File: src/rtl/alu_arbiter.sv
// Two-requester front end for a shared combinational ALU.
// One op in flight: IDLE accepts, EXEC runs the ALU, RESP holds the result.
module alu_arbiter #(
  parameter bit PRIO_INIT = 1'b0
) (
  input  logic        clk_i,
  input  logic        rst_i,
  input  logic        req0_valid_i,
  output logic        req0_ready_o,
  input  logic [31:0] req0_data1_i,
  input  logic [31:0] req0_data2_i,
  input  logic [2:0]  req0_select_i,
  input  logic        req0_rotate_i,
  input  logic        req1_valid_i,
  output logic        req1_ready_o,
  input  logic [31:0] req1_data1_i,
  input  logic [31:0] req1_data2_i,
  input  logic [2:0]  req1_select_i,
  input  logic        req1_rotate_i,
  output logic [31:0] alu_data1_o,
  output logic [31:0] alu_data2_o,
  output logic [2:0]  alu_select_o,
  output logic        alu_rotate_o,
  input  logic [31:0] alu_result_i,
  input  logic        alu_zero_i,
  input  logic        alu_sign_i,
  input  logic        alu_sltu_i,
  output logic        resp_valid_o,
  input  logic        resp_ready_i,
  output logic        resp_id_o,
  output logic [31:0] resp_result_o,
  output logic        resp_zero_o,
  output logic        resp_sign_o,
  output logic        resp_sltu_o
);

  typedef enum logic [1:0] {
    IDLE,
    EXEC,
    RESP
  } state_t;

  state_t      state_q;
  logic        last_q;
  logic [31:0] a_q, b_q;
  logic [2:0]  sel_q;
  logic        rot_q;
  logic        id_q;
  logic        rvalid_q;
  logic        rid_q;
  logic [31:0] rres_q;
  logic        rzero_q, rsign_q, rsltu_q;

  logic        idle;
  logic        both;
  logic        gnt0, gnt1;
  logic        acc;
  logic        id_d;
  logic [31:0] a_d, b_d;
  logic [2:0]  sel_d;
  logic        rot_d;

  // Grant: a lone requester wins; on a tie the one not served last wins.
  always_comb begin
    idle  = (state_q == IDLE) && !rst_i;
    both  = req0_valid_i && req1_valid_i;
    gnt0  = both ? last_q : req0_valid_i;
    gnt1  = both ? ~last_q : req1_valid_i;
    req0_ready_o = idle && gnt0;
    req1_ready_o = idle && gnt1;
    acc   = (req0_valid_i && req0_ready_o) ||
            (req1_valid_i && req1_ready_o);
    id_d  = req1_ready_o;
    a_d   = id_d ? req1_data1_i  : req0_data1_i;
    b_d   = id_d ? req1_data2_i  : req0_data2_i;
    sel_d = id_d ? req1_select_i : req0_select_i;
    rot_d = id_d ? req1_rotate_i : req0_rotate_i;
  end

  // Sequencer: latch op on accept, capture ALU after EXEC, hold until taken.
  always_ff @(posedge clk_i) begin
    if (rst_i) begin
      state_q  <= IDLE;
      last_q   <= ~PRIO_INIT;
      a_q      <= '0;
      b_q      <= '0;
      sel_q    <= '0;
      rot_q    <= 1'b0;
      id_q     <= 1'b0;
      rvalid_q <= 1'b0;
      rid_q    <= 1'b0;
      rres_q   <= '0;
      rzero_q  <= 1'b0;
      rsign_q  <= 1'b0;
      rsltu_q  <= 1'b0;
    end else begin
      unique case (state_q)
        IDLE: begin
          if (acc) begin
            a_q     <= a_d;
            b_q     <= b_d;
            sel_q   <= sel_d;
            rot_q   <= rot_d;
            id_q    <= id_d;
            last_q  <= id_d;
            state_q <= EXEC;
          end
        end
        EXEC: begin
          rres_q   <= alu_result_i;
          rzero_q  <= alu_zero_i;
          rsign_q  <= alu_sign_i;
          rsltu_q  <= alu_sltu_i;
          rid_q    <= id_q;
          rvalid_q <= 1'b1;
          state_q  <= RESP;
        end
        RESP: begin
          if (resp_ready_i) begin
            rvalid_q <= 1'b0;
            state_q  <= IDLE;
          end
        end
        default: state_q <= IDLE;
      endcase
    end
  end

  assign alu_data1_o   = a_q;
  assign alu_data2_o   = b_q;
  assign alu_select_o  = sel_q;
  assign alu_rotate_o  = rot_q;
  assign resp_valid_o  = rvalid_q;
  assign resp_id_o     = rid_q;
  assign resp_result_o = rres_q;
  assign resp_zero_o   = rzero_q;
  assign resp_sign_o   = rsign_q;
  assign resp_sltu_o   = rsltu_q;

endmodule

File: config.mk
export PLATFORM = sky130hd
export DESIGN_NAME = alu_arbiter
export DESIGN_NICKNAME = d
export VERILOG_FILES = /design/src/rtl/alu_arbiter.sv
export SDC_FILE = /design/constraint.sdc
export NUM_CORES = 1
export LEC_CHECK = 0
export CELL_PAD_IN_SITES_DETAIL_PLACEMENT = 1
export CELL_PAD_IN_SITES_GLOBAL_PLACEMENT = 2
export CORE_MARGIN = 5
export CORE_UTILIZATION = 21
export CTS_CLUSTER_SIZE = 14
export DETAILED_ROUTE_END_ITERATION = 10
export PLACE_DENSITY_LB_ADDON = 0.12
export SYNTH_ARGS = -nofsm -noshare
export SYNTH_HDL_FRONTEND = slang
export SYNTH_SLANG_ARGS = --single-unit
File: constraint.sdc
create_clock -name clk_i -period 3.2 [get_ports clk_i]
set_clock_uncertainty 0.2 [all_clocks]
set_input_delay 0.48 -clock clk_i [delete_from_list [all_inputs] [get_ports clk_i]]
set_output_delay 0.48 -clock clk_i [all_outputs]
set_load 0.05 [all_outputs]
==> impl_metrics.tcl, run 1 <==
set metrics [dict create \
    status "finished clean" \
    grt_pass1_vias 5118 \
    ioPinCount 283 \
    period_share_pct 70.4 \
    diodes 0 \
    mostFrequentLayoutCell "clkdlybuf4s50_1" \
    nNetsFinal 952 \
    post-dp-hpwl_um 14200 \
    grt_first_pass_wirelength_um 28300 \
    hold_violations 0 \
    dieArea_um2 25200 \
    coreArea_um2 21800 \
    area_growth_pct 73.1 \
    syn_avg_cell_area_um2 8.97 \
    required_ns 2.52 \
    cp_max_fo 4 \
    setup-tns-final_ns 0 \
    htreeDepth 3 \
    synth_ff_type "dfxtp_1" \
    die_x_um 159 \
    via_per_inst 4.37 \
    end_kind "primary output" \
    hold_slack_ns 0.257 \
    powerDensity_nw_per_um2 502 \
    rsz0062_at_grt "no" \
    slew_violations 0 \
    postCtsSetupBuffers 0 \
    hp-class "flop to flop" \
    grt_use_met2_pct 25.5 \
    cap_violations 0 \
    drc 0 \
    routabilityCongestion 0.721 \
    root_buffer "clkbuf_16" \
    first_pass_iters 4 \
    ys_seq_elements 109 \
    critical_path_class "input port to primary output" \
    fin_crit_ns 2.25 \
    setup_viol 0 \
    synth_cell_types 23 \
    cp.arrival_ns 1.57 \
    cts_tree "built" \
    drive_gt1_share_pct 4.87 \
    clock-sinks 109 \
    layout.cells.non_filler 1061 \
    cts.path.max_buffers 2 \
    dr.first_iter.drc_count 126 \
    cts_resized 0 \
    wl_um 18900 \
    grt_use_met3_pct 3.70 \
    num_rows 54 \
    dp.cells 1045 \
    start_util_pct 21.3 \
    insertion_delay_ns 0.34 \
    vdd_drop_max_mv 0.187 \
    cts_hold_buf 0 \
    grt_max_degree 66 \
    worstPathCellList "clkdlybuf4s50_1, nor2b_1, and3b_1, buf_12" \
    syn_area_um2 4640 \
    slew_headroom_pct 51.8 \
    path_buf_inv 2 \
    die_h_um 159 \
    yosysWarnings 0 \
    antenna_found_initial 0 \
    ys_seq_area_share_pct 47.1 \
    max_freq_ghz 0.444 \
    io_buffers 282 \
    synthCells 517 \
    critPathSlowestCell "clkdlybuf4s50_1" \
    ant_nets 0 \
    slowest_delay_ns 0.51 \
    syn_nets 693 \
    worst_slew_pin_slew_ns 0.723 \
    met1_usage_pct 16.4 \
    grt-ovfl-total 0 \
    final_cell_mix "279 x clkdlybuf4s50_1, 132 x nand2_1, 109 x dfxtp_1" \
    numCtsBuffers 9 \
    vias 4637 \
    worst_path_dominant_cell_family "buffers and inverters" \
    synth_edf_count 0 \
    clk_pin_slew_ns 0.07 \
    async_reset_ff_share_pct 0 \
    power.leakage_uw 0.00305 \
    grt.total_usage_pct 14.4 \
    post_drt_wl_per_cell_um 17.9 \
    grt_busiest_layer "met2" \
    cp-start-kind "input port" \
]
[logic make-up after synthesis]
family	after synthesis	share of synthesized area, %
AND/OR/NAND/NOR	183	17.7
multiplexers	78	16.8
flip-flops	109	47.1
AO/OA/AOI/OAI	101	13.6
buffers and inverters	46	4.80
[metal layers]
layer / vias to the layer above / routed length [um] / share of wire, %
met4: 0 / 575 / 3.0
met3: 28 / 1410 / 7.4
li1: 2280 / - / -
met1: 2172 / 7340 / 39
met2: 157 / 9620 / 51
met5: - / 0 / 0
[worst reg2reg max path, delay by kind of cell (launching register included)]
kind | cells | cell delay, ns
DFF | 1 | 0.39
buffers and inverters | 1 | 0.34
and+or+nand+nor | 2 | 0.67
muxes | 1 | 0.31
[metrics by stage]
stage / setup slack [ns] / cell area [um^2] / util [%] / total power (uW)
2_1_floorplan: 0.894 / 4640 / - / 2380
3_3_place_gp: 0.712 / 7740 / 35.6 / 2970
3_5_place_dp: 0.621 / 7740 / 35.6 / 2990
4_1_cts: 0.934 / 8030 / 36.9 / 4120
5_1_grt: 0.897 / 8030 / 36.9 / 4230
6_report: 0.948 / 8030 / 36.9 / 4030
[synthesized netlist by cell type, drive strengths merged (2+ instances only)]
library cell  instances  share of area, %
a21bo                 2              0.43
a21oi                67               7.2
a311oi               29               5.5
and2                  2              0.27
buf                  20               2.7
clkbuf               26               2.1
dfxtp               109                47
mux2i                78                17
nand2               132                11
nand2b               40               5.4
nor2                  2              0.16
nor2b                 2              0.27
[registers in the layout, indices dropped and copies added (netlist names)]
signal / count
alu_rotate_o: 1
last_q: 1
id_q: 1
resp_sltu_o: 1
resp_zero_o: 1
alu_data1_o: 32
alu_data2_o: 32
alu_select_o: 3
resp_result_o: 32
resp_id_o: 1
resp_valid_o: 1
state_q: 2
resp_sign_o: 1
[final timing paths]
| kind | from | end | slack, ns | cells past startpoint |
|---|---|---|---|---|
| setup / recovery | req1_valid_i | req0_ready_o | 0.95 | 4 |
| setup reg to reg | state_q[1]$_SDFFE_PP0P_ | alu_data2_o[17]$_SDFFE_PP0P_ | 1.20 | 4 |
| hold reg to reg | resp_result_o[28]$_SDFFE_PP0P_ | resp_result_o[28]$_SDFFE_PP0P_ | 0.26 | 2 |
| hold / removal | resp_result_o[28]$_SDFFE_PP0P_ | resp_result_o[28]$_SDFFE_PP0P_ | 0.26 | 2 |
[final cells by class]
type                            instances  area, um^2
Clock buffer                           10         239
Clock inverter                          6        46.3
Fill cell                            2498       13700
Multi-Input combinational cell        362        2250
Sequential cell                       109        2180
Tap cell                              280         350
Timing Repair Buffer                  294        2960
[report_power, final]
part | internal (uW) | switching (uW) | leakage (uW) | total, uW
Combinational | 566 | 804 | 0.00201 | 1370
Clock | 555 | 538 | 0.000135 | 1090
Sequential | 1490 | 77.8 | 0.000898 | 1570
Total | 2610 | 1420 | 0.00305 | 4030
Power figures use the tool's default switching activity.
==> inputs of run 2 (changes only) <==
- CORE_UTILIZATION: 21 -> 20
- clock period: 3.2 -> 2.2 ns (I/O delays scaled with it)
==> run 2 against run 1 <==
Effect of this change: final cell count up 0.75%; global-route usage down 0.15 points; total power grew 48%; combinational power is 47% higher; routed wire length rose by 1.6%; worst setup slack lost 0.83 ns; clock power rose by 53%; worst hold slack worse by 0.0034 ns; clock-buffer cell count grew 1; critical path depth decreased by 3; sequential power grew 45%; critical endpoint is now alu_data2_o[3]; largest power group unchanged; highest routed layer is now met5.
==> impl_metrics.tcl, run 2 (synthesis gave the netlist of run 1 again) <==
set metrics [dict create \
    drive_gt1_share_pct 5.75 \
    slew_violations 0 \
    period_share_pct 94.5 \
    final_cell_mix "273 x clkdlybuf4s50_1, 132 x nand2_1, 109 x dfxtp_1" \
    insertion_delay_ns 0.34 \
    io_buffers 282 \
    post_drt_wl_per_cell_um 18.0 \
    grt_pass1_vias 5231 \
    ant_nets 0 \
    worst_path_dominant_cell_family "buffers and inverters" \
    hold_violations 0 \
    die_h_um 162 \
    powerDensity_nw_per_um2 736 \
    required_ns 1.67 \
    rr_worst_depth 4 \
    critPathSlowestCell "clkdlybuf4s50_1" \
    cp_max_fo 2 \
    power.leakage_uw 0.00310 \
    grt-ovfl-total 0 \
    grt_first_pass_wirelength_um 29600 \
    die_x_um 162 \
    grt.total_usage_pct 14.2 \
    num_rows 55 \
    via_per_inst 4.39 \
    worstPathCellList "clkdlybuf4s50_1" \
    regToRegSetupSlack_ns 0.44 \
    drc 0 \
    cp-start-kind "flop" \
    start_util_pct 20.4 \
    setup_viol 0 \
    root_buffer "clkbuf_16" \
    htreeDepth 3 \
    pre_cts_ws_ns 0.0356 \
    vdd_drop_max_mv 0.249 \
    first_pass_iters 4 \
    max_freq_ghz 0.481 \
    post-dp-hpwl_um 14400 \
    min_to "resp_id_o$_SDFFE_PP0P_" \
    clock-sinks 109 \
    cts_tree "built" \
    r2r_start "state_q[1]$_SDFFE_PP0P_" \
    postCtsSetupBuffers 0 \
    cts_hold_buf 0 \
    wl_um 19200 \
    antenna_found_initial 2 \
    mostFrequentLayoutCell "clkdlybuf4s50_1" \
    path_buf_inv 1 \
    critical_path_class "flop to primary output" \
    cts_resized 0 \
    nNetsFinal 955 \
    fin_ws_ns 0.122 \
    ioPinCount 283 \
    routabilityCongestion 0.728 \
    fin_crit_ns 2.08 \
    rsz0062_at_grt "no" \
    status "finished clean" \
    cp.arrival_ns 1.55 \
    dieArea_um2 26300 \
    grt_max_degree 109 \
    holdPathStages 2 \
    setup-tns-final_ns 0 \
    coreArea_um2 22700 \
    hp-start "id_q$_SDFFE_PP0P_" \
    slew_headroom_pct 61.6 \
    clk_pin_slew_ns 0.07 \
    r2r-end "alu_data1_o[15]$_SDFFE_PP0P_" \
    worst_slew_pin_slew_ns 0.574 \
    vias 4698 \
    hp-class "flop to flop" \
    end_kind "primary output" \
    cap_violations 0 \
    dr.first_iter.drc_count 152 \
    numCtsBuffers 9 \
    area_growth_pct 74.7 \
    slowest_delay_ns 0.86 \
    cts.path.max_buffers 2 \
]
-- run 2: changes by cell type in the layout (fill, tap and decap cells not counted) --
cell             delta
clkdlybuf4s50_1     -6
buf_4               +5
buf_12              +4
clkinvlp_4          -2
bufinv_16           +1
clkbuf_1            +1
clkinv_2            +1
clkinv_4            -1
diode_2             +1
inv_6               -1
-- run 2: final cells by class --
cell class              instances  area [um^2]
diodes                          1         2.50
clock buffers                  11          243
clock inverters                 4         48.8
fillers                      2573        14600
multi-input cells             362         2250
flip-flops and latches        109         2180
well taps                     285          357
repair buffers                297         3010
-- run 2: worst max path at each step --
stage,from,to,depth (start not counted)
after floorplan,rst_i,req0_ready_o,4
after global placement,req0_valid_i,alu_data2_o[20]$_SDFFE_PP0P_,5
after detailed placement,req0_valid_i,alu_data1_o[26]$_SDFFE_PP0P_,5
after CTS,alu_data2_o[8]$_SDFFE_PP0P_,alu_data2_o[8],1
after global routing,alu_data1_o[28]$_SDFFE_PP0P_,alu_data1_o[28],1
final,alu_data2_o[3]$_SDFFE_PP0P_,alu_data2_o[3],1
-- run 2: through the flow --
step | cells | power [uW] | instance area [um^2] | hold WS (ns) | util, %
3_3_place_gp | 1053 | 4330 | 7800 | 0.242 | 34.4
5_1_grt | 1069 | 6270 | 8100 | 0.274 | 35.7
3_5_place_dp | 1053 | 4360 | 7800 | 0.248 | 34.4
4_1_cts | 1068 | 6090 | 8100 | 0.258 | 35.7
6_report | 1069 | 5960 | 8100 | 0.253 | 35.7
2_1_floorplan | 517 | 3460 | 4640 | 0.226 | -
-- run 2: worst min-delay path, cell delays in order, from the launching register on --
cell and delay, ns:
dfxtp_1 0.31, nand2_1 0.05, a21oi_1 0.05
-- run 2: where the power goes --
| group | internal (uW) | switching [uW] | total (uW) |
|---|---|---|---|
| Clock | 909 | 765 | 1670 |
| Sequential | 2170 | 110 | 2280 |
| Combinational | 838 | 1170 | 2010 |
-- run 2: per-layer routing --
metal	vias up	GRT usage, %	wire [um]
met3	22	4.57	1460
met1	2241	15.9	7500
li1	2287	-	-
met4	2	5.46	431
met2	146	25.1	9840
met5	-	0	7
